## src/rtl/ntt_pkg.sv

```systemverilog
`default_nettype none
// ============================================================================
// Module      : ntt_pkg
// Description : Shared constants, twiddle table, bit-reverse helper and FSM
//               encoding for the iterative NTT controller.
// Revision    : 1.0 - initial release
// ============================================================================
package ntt_pkg;

  localparam int N     = 9;    // coefficient width, Q < 2^N
  localparam int D     = 8;    // transform length, power of two, >= 4
  localparam int Q     = 257;  // prime modulus, D divides Q-1
  localparam int OMEGA = 4;    // primitive D-th root of unity mod Q
  localparam int LOG2D = $clog2(D);
  localparam int SW    = $clog2(LOG2D);  // stage counter width

  typedef logic [N-1:0] coef_t;
  typedef coef_t tw_tab_t [D/2];

  // OMEGA^m mod Q for m = 0..D/2-1, evaluated at elaboration time
  function automatic tw_tab_t gen_tw();
    tw_tab_t t;
    longint  p;
    p = 1;
    for (int m = 0; m < D/2; m++) begin
      t[m] = coef_t'(p);
      p    = (p * OMEGA) % Q;
    end
    return t;
  endfunction

  localparam tw_tab_t TW = gen_tw();

  // Reverse the LOG2D-bit index so the DIT network produces natural-order output
  function automatic logic [LOG2D-1:0] bitrev(input logic [LOG2D-1:0] x);
    logic [LOG2D-1:0] r;
    for (int b = 0; b < LOG2D; b++) r[b] = x[LOG2D-1-b];
    return r;
  endfunction

  typedef enum logic [1:0] {
    S_LOAD    = 2'd0,
    S_COMPUTE = 2'd1,
    S_UNLOAD  = 2'd2
  } state_t;

endpackage
`default_nettype wire

```

## src/rtl/ntt_butterfly.sv

```systemverilog
`default_nettype none
// ============================================================================
// Module      : ntt_butterfly
// Description : Combinational radix-2 modular butterfly:
//               o_sum = (a + w*b) mod Q, o_diff = (a - w*b) mod Q.
// Revision    : 1.0 - initial release
// ============================================================================
module ntt_butterfly
  import ntt_pkg::*;
(
  input  logic [N-1:0] i_a,
  input  logic [N-1:0] i_b,
  input  logic [N-1:0] i_w,
  output logic [N-1:0] o_sum,
  output logic [N-1:0] o_diff
);

  logic [2*N-1:0] w_prod;
  logic [N-1:0]   w_t;
  logic [N:0]     w_s;

  // Full-width product, one reduction, then conditional-subtract add/sub
  always_comb begin
    w_prod = {{N{1'b0}}, i_w} * {{N{1'b0}}, i_b};
    w_t    = coef_t'(w_prod % (2*N)'(Q));
    w_s    = {1'b0, i_a} + {1'b0, w_t};
    o_sum  = (w_s >= (N+1)'(Q)) ? coef_t'(w_s - (N+1)'(Q)) : coef_t'(w_s);
    o_diff = (i_a >= w_t) ? (i_a - w_t)
                          : coef_t'({1'b0, i_a} + (N+1)'(Q) - {1'b0, w_t});
  end

endmodule
`default_nettype wire

```

## src/rtl/ntt_seq_ctrl.sv

```systemverilog
`default_nettype none
// ============================================================================
// Module      : ntt_seq_ctrl
// Description : Iterative D-point NTT. Loads D coefficients in bit-reversed
//               order, runs log2(D) DIT stages through one shared butterfly,
//               then streams D results out in natural order.
// Revision    : 1.0 - initial release
// ============================================================================
module ntt_seq_ctrl
  import ntt_pkg::*;
(
  input  logic         clk,
  input  logic         rst_n,
  input  logic         in_valid,
  output logic         in_ready,
  input  logic [N-1:0] in_data,
  output logic         out_valid,
  input  logic         out_ready,
  output logic [N-1:0] out_data,
  output logic         out_last,
  output logic         busy
);

  state_t           r_state;
  logic [LOG2D-1:0] r_cnt;     // load / unload index
  logic [SW-1:0]    r_stage;   // DIT stage s
  logic [LOG2D-2:0] r_bfly;    // butterfly counter c within a stage
  coef_t            r_bank [D];

  logic [LOG2D-1:0] w_h, w_k, w_i, w_j, w_c;
  logic [LOG2D-2:0] w_m;
  coef_t            w_in_red, w_sum, w_diff;
  logic             w_acc_in, w_acc_out;

  // Butterfly addressing and input reduction
  always_comb begin
    w_c       = {1'b0, r_bfly};
    w_h       = LOG2D'(1) << r_stage;
    w_k       = w_c & (w_h - LOG2D'(1));
    w_i       = (((w_c >> r_stage) << r_stage) << 1) | w_k;
    w_j       = w_i | w_h;
    w_m       = (LOG2D-1)'(w_k << (LOG2D - 1 - int'(r_stage)));
    w_in_red  = (in_data >= N'(Q)) ? (in_data - N'(Q)) : in_data;
    w_acc_in  = in_valid && in_ready;
    w_acc_out = out_valid && out_ready;
  end

  ntt_butterfly u_bfly (
    .i_a   (r_bank[w_i]),
    .i_b   (r_bank[w_j]),
    .i_w   (TW[w_m]),
    .o_sum (w_sum),
    .o_diff(w_diff)
  );

  // Register bank: bit-reversed load, in-place butterfly write-back
  always_ff @(posedge clk) begin
    if (r_state == S_LOAD && w_acc_in) begin
      r_bank[bitrev(r_cnt)] <= w_in_red;
    end else if (r_state == S_COMPUTE) begin
      r_bank[w_i] <= w_sum;
      r_bank[w_j] <= w_diff;
    end
  end

  // Sequencer FSM with registered handshake outputs
  always_ff @(posedge clk or negedge rst_n) begin
    if (!rst_n) begin
      r_state   <= S_LOAD;
      r_cnt     <= '0;
      r_stage   <= '0;
      r_bfly    <= '0;
      in_ready  <= 1'b1;
      out_valid <= 1'b0;
      out_last  <= 1'b0;
      busy      <= 1'b0;
      out_data  <= '0;
    end else begin
      case (r_state)
        S_LOAD: begin
          if (w_acc_in) begin
            if (r_cnt == LOG2D'(D-1)) begin
              r_cnt    <= '0;
              r_state  <= S_COMPUTE;
              in_ready <= 1'b0;
              busy     <= 1'b1;
            end else begin
              r_cnt <= r_cnt + 1'b1;
            end
          end
        end
        S_COMPUTE: begin
          if (r_bfly == {(LOG2D-1){1'b1}}) begin
            r_bfly <= '0;
            if (r_stage == SW'(LOG2D-1)) begin
              r_stage   <= '0;
              r_state   <= S_UNLOAD;
              out_valid <= 1'b1;
              out_last  <= 1'b0;
              // The final butterfly writes bank[D/2-1] and bank[D-1], so
              // bank[0] already holds X[0] here.
              out_data  <= r_bank[0];
            end else begin
              r_stage <= r_stage + 1'b1;
            end
          end else begin
            r_bfly <= r_bfly + 1'b1;
          end
        end
        S_UNLOAD: begin
          if (w_acc_out) begin
            if (r_cnt == LOG2D'(D-1)) begin
              r_cnt     <= '0;
              r_state   <= S_LOAD;
              out_valid <= 1'b0;
              out_last  <= 1'b0;
              busy      <= 1'b0;
              in_ready  <= 1'b1;
              out_data  <= '0;
            end else begin
              r_cnt    <= r_cnt + 1'b1;
              out_data <= r_bank[r_cnt + 1'b1];
              out_last <= ((r_cnt + 1'b1) == LOG2D'(D-1));
            end
          end
        end
        default: r_state <= S_LOAD;
      endcase
    end
  end

endmodule
`default_nettype wire
```

## config.mk

```make
export PLATFORM = sky130hd
export DESIGN_NAME = ntt_seq_ctrl
export DESIGN_NICKNAME = d
export VERILOG_FILES = /design/src/rtl/ntt_pkg.sv /design/src/rtl/ntt_butterfly.sv /design/src/rtl/ntt_seq_ctrl.sv
export SDC_FILE = /design/constraint.sdc
export NUM_CORES = 1
export LEC_CHECK = 0
export CORE_MARGIN = 5
export CORE_UTILIZATION = 55
export CTS_CLUSTER_DIAMETER = 80
export DETAILED_ROUTE_END_ITERATION = 10
export PLACE_DENSITY_LB_ADDON = 0.08
export SETUP_SLACK_MARGIN = 0.3
export SYNTH_ARGS = -nofsm -noshare
export SYNTH_HDL_FRONTEND = slang
export SYNTH_HIERARCHICAL = 1
export SYNTH_SLANG_ARGS = --single-unit
```

## constraint.sdc

```tcl
create_clock -name clk -period 32.1 [get_ports clk]
set_input_delay 3.21 -clock clk [delete_from_list [all_inputs] [get_ports clk]]
set_output_delay 3.21 -clock clk [all_outputs]
set_load 0.02 [all_outputs]
```

==> results.cfg <==
[global_routing]
grtUsageTotal_pct = 27.70
antenna_found_initial = 0
grt_max_degree = 31
grt-ovfl-total = 0
grt_pass1_wl_um = 64540
grt_pass1_vias = 11700

[floorplanning]
core_region_area_um2 = 25250
die_w_um = 170.5
io_pins = 26
initial_core_util_pct = 56.07
die_area_um2 = 29060
std_cell_rows = 58
die_h_um = 170.5

[clock_network]
clk_latency_ps = 360
htree_levels = 3
cts_setup_buffers = 0
path_clk_slew_ps = 60
hold_buffers = 0
cts_resized = 0
cts_max_path_buffers = 2
cts_root_buf = clkbuf_16
cts.sinks = 94
cts_tree = done
numCtsBuffers = 9

[detailed_routing]
num_vias = 12480
antenna_left = 0
routedWlPerCell_um = 20.92
dr.first_iter.drc_count = 1165
firstDrtPassIters = 5
via_per_inst = 6.414
drc = 0
wirelength_um = 40700

[worst_setup_path]
startpoint = r_stage[1]$_DFFE_PN0P_
worstSetupStartpointType = flop
crit_arrival_ps = 21660
crit_slowest_cell = o221ai_1
crit_required_ps = 32210
cp_num_buf_inv = 7
cp-end-kind = flop
slowest_delay_ps = 810
r2r_start = r_stage[1]$_DFFE_PN0P_
cpLargestDelayFamily = compound AO/OA/AOI/OAI gates
crit_type = flop to flop
crit_path_max_fanout = 30

[placement]
hpwl_um = 31600
portBuffers = 25
globalplace.congestion = 0.9530

[run]
cap_viol_max_count = 0

[hold_path]
hp-start = in_ready$_DFFE_PN1P_
min_path_type = flop to flop

[sta]
setup_tns_ps = 0
max_slew_margin_pct = 17.45
hold_viol_final = 0
min_period_ps = 21550
drv_slew = 0
fin_crit_sh_pct = 67.14
max_freq_mhz = 46.40
worst_pin_slew_ps = 1225
rsz0062_at_grt = no
hold_ws_ps = 495.2
setup_violations = 0
fin_worst_skew_ps = 13.57

[synthesis]
syn_area_per_cell_um2 = 8.957
synth_seq_cells = 94
synth_area_um2 = 14160
synth_edf_count = 72
yosys_warnings = 6
synthArstFlopShare_pct = 23.40
yosysSeqAreaShare_pct = 19.16
yosysUniqueCellTypes = 117
netlist_instances = 1581
ys.flop_type = edfxtp_1

[cells_and_area]
nets = 1763
diodes = 0
syn_to_final_growth_pct = 6.538
layout-drive-gt1-share_pct = 12.26
utilization_pct = 59.74

[status]
status = finished clean
-- tightest hold or removal path, stage by stage, from the launching register on --
cell	delay (ps)
dfstp_2	380
inv_1	50
mux2i_1	60
-- layout make-up --
type	instances	area (um^2)
Tap cell	330	412.9
Clock inverter	5	33.78
Sequential cell	94	2714
Timing Repair Buffer	46	407.9
Fill cell	2295	10170
Multi-Input combinational cell	1340	10840
Inverter	119	446.7
Clock buffer	11	232.7
-- synth_stat cells (48+ instances only) --
cell type	count	area share (%)
nor2_1	121	3.2
nand2_1	126	3.3
mux2i_1	54	3.8
and2_1	58	2.6
xnor2_1	55	3.4
edfxtp_1	72	15
a21oi_1	66	2.3
fa_1	59	8.3
nor3_1	54	1.9
o21ai_0	48	1.7
inv_1	116	3.1
mux2_2	63	5.0
ha_1	81	7.2
-- layout by cell type (no fill, tap or decap), types with 21 or more instances in the layout --
cell             instances
a211oi_1                32
a21oi_1                 66
a31oi_1                 28
and2_1                  58
buf_4                   21
clkdlybuf4s50_1         25
conb_1                  37
dfrtp_1                 21
edfxtp_1                72
fa_1                    59
ha_1                    81
inv_1                  116
mux2_2                  63
mux2i_1                 54
mux4_2                  27
nand2_1                126
nand3_1                 28
nor2_1                 121
nor3_1                  54
o21ai_0                 48
xnor2_1                 55
xor2_1                  29
-- per-stage QoR --
| step | cells | setup WS (ps) | cell area (um^2) |
|---|---|---|---|
| floorplan | 1617 | 13900 | 14300 |
| global placement | 1929 | 11600 | 14820 |
| detailed placement | 1929 | 10930 | 14820 |
| CTS | 1945 | 10870 | 15090 |
| global route | 1945 | 8856 | 15090 |
| finish | 1945 | 10550 | 15090 |
-- sequential cells by signal, indices dropped and copies added, names as in the netlist --
register	cells
in_ready	1
out_last	1
out_data	9
busy	1
r_bank	72
r_state	2
r_stage	2
r_bfly	2
out_valid	1
r_cnt	3
-- per-layer routing --
metal	global-route usage (%)	part of all wire [%]	vias to the layer above
li1	-	-	5893
met3	6.272	8.9	46
met2	40.87	43	515
met5	0	0	-
met1	42.29	47	6022
met4	4.410	1.3	0
-- cell families (layout without fill, tap and decap cells) --
logic type               Yosys count  after routing  share of synthesized area, %
AND/OR/NAND/NOR                  525            525                         19.48
AO/OA/AOI/OAI                    396            396                         20.75
buffers and inverters            183            181                         5.266
multiplexers                     155            155                         14.23
adder cells (fa/ha/maj)          141            141                         15.57
flip-flops                        94             94                         19.16
XOR/XNOR                          86             86                         5.513
other                              1             37                       0.02648
-- worst paths after layout --
check / end / slack [ps] / cells past startpoint
min in group asynchronous: out_data[4]$_DFFE_PN0P_ / 3410 / 1
setup / recovery: r_bank[6][5]$_DFFE_PP_ / 10550 / 67
hold reg to reg: in_ready$_DFFE_PN1P_ / 500 / 2
hold / removal: in_ready$_DFFE_PN1P_ / 500 / 2
max in group asynchronous: out_data[0]$_DFFE_PN0P_ / 28080 / 1
setup reg to reg: r_bank[6][5]$_DFFE_PP_ / 10550 / 67
Power is not shown: default switching activity piles up to over one toggle a cycle in this logic, so the estimate is an artifact.
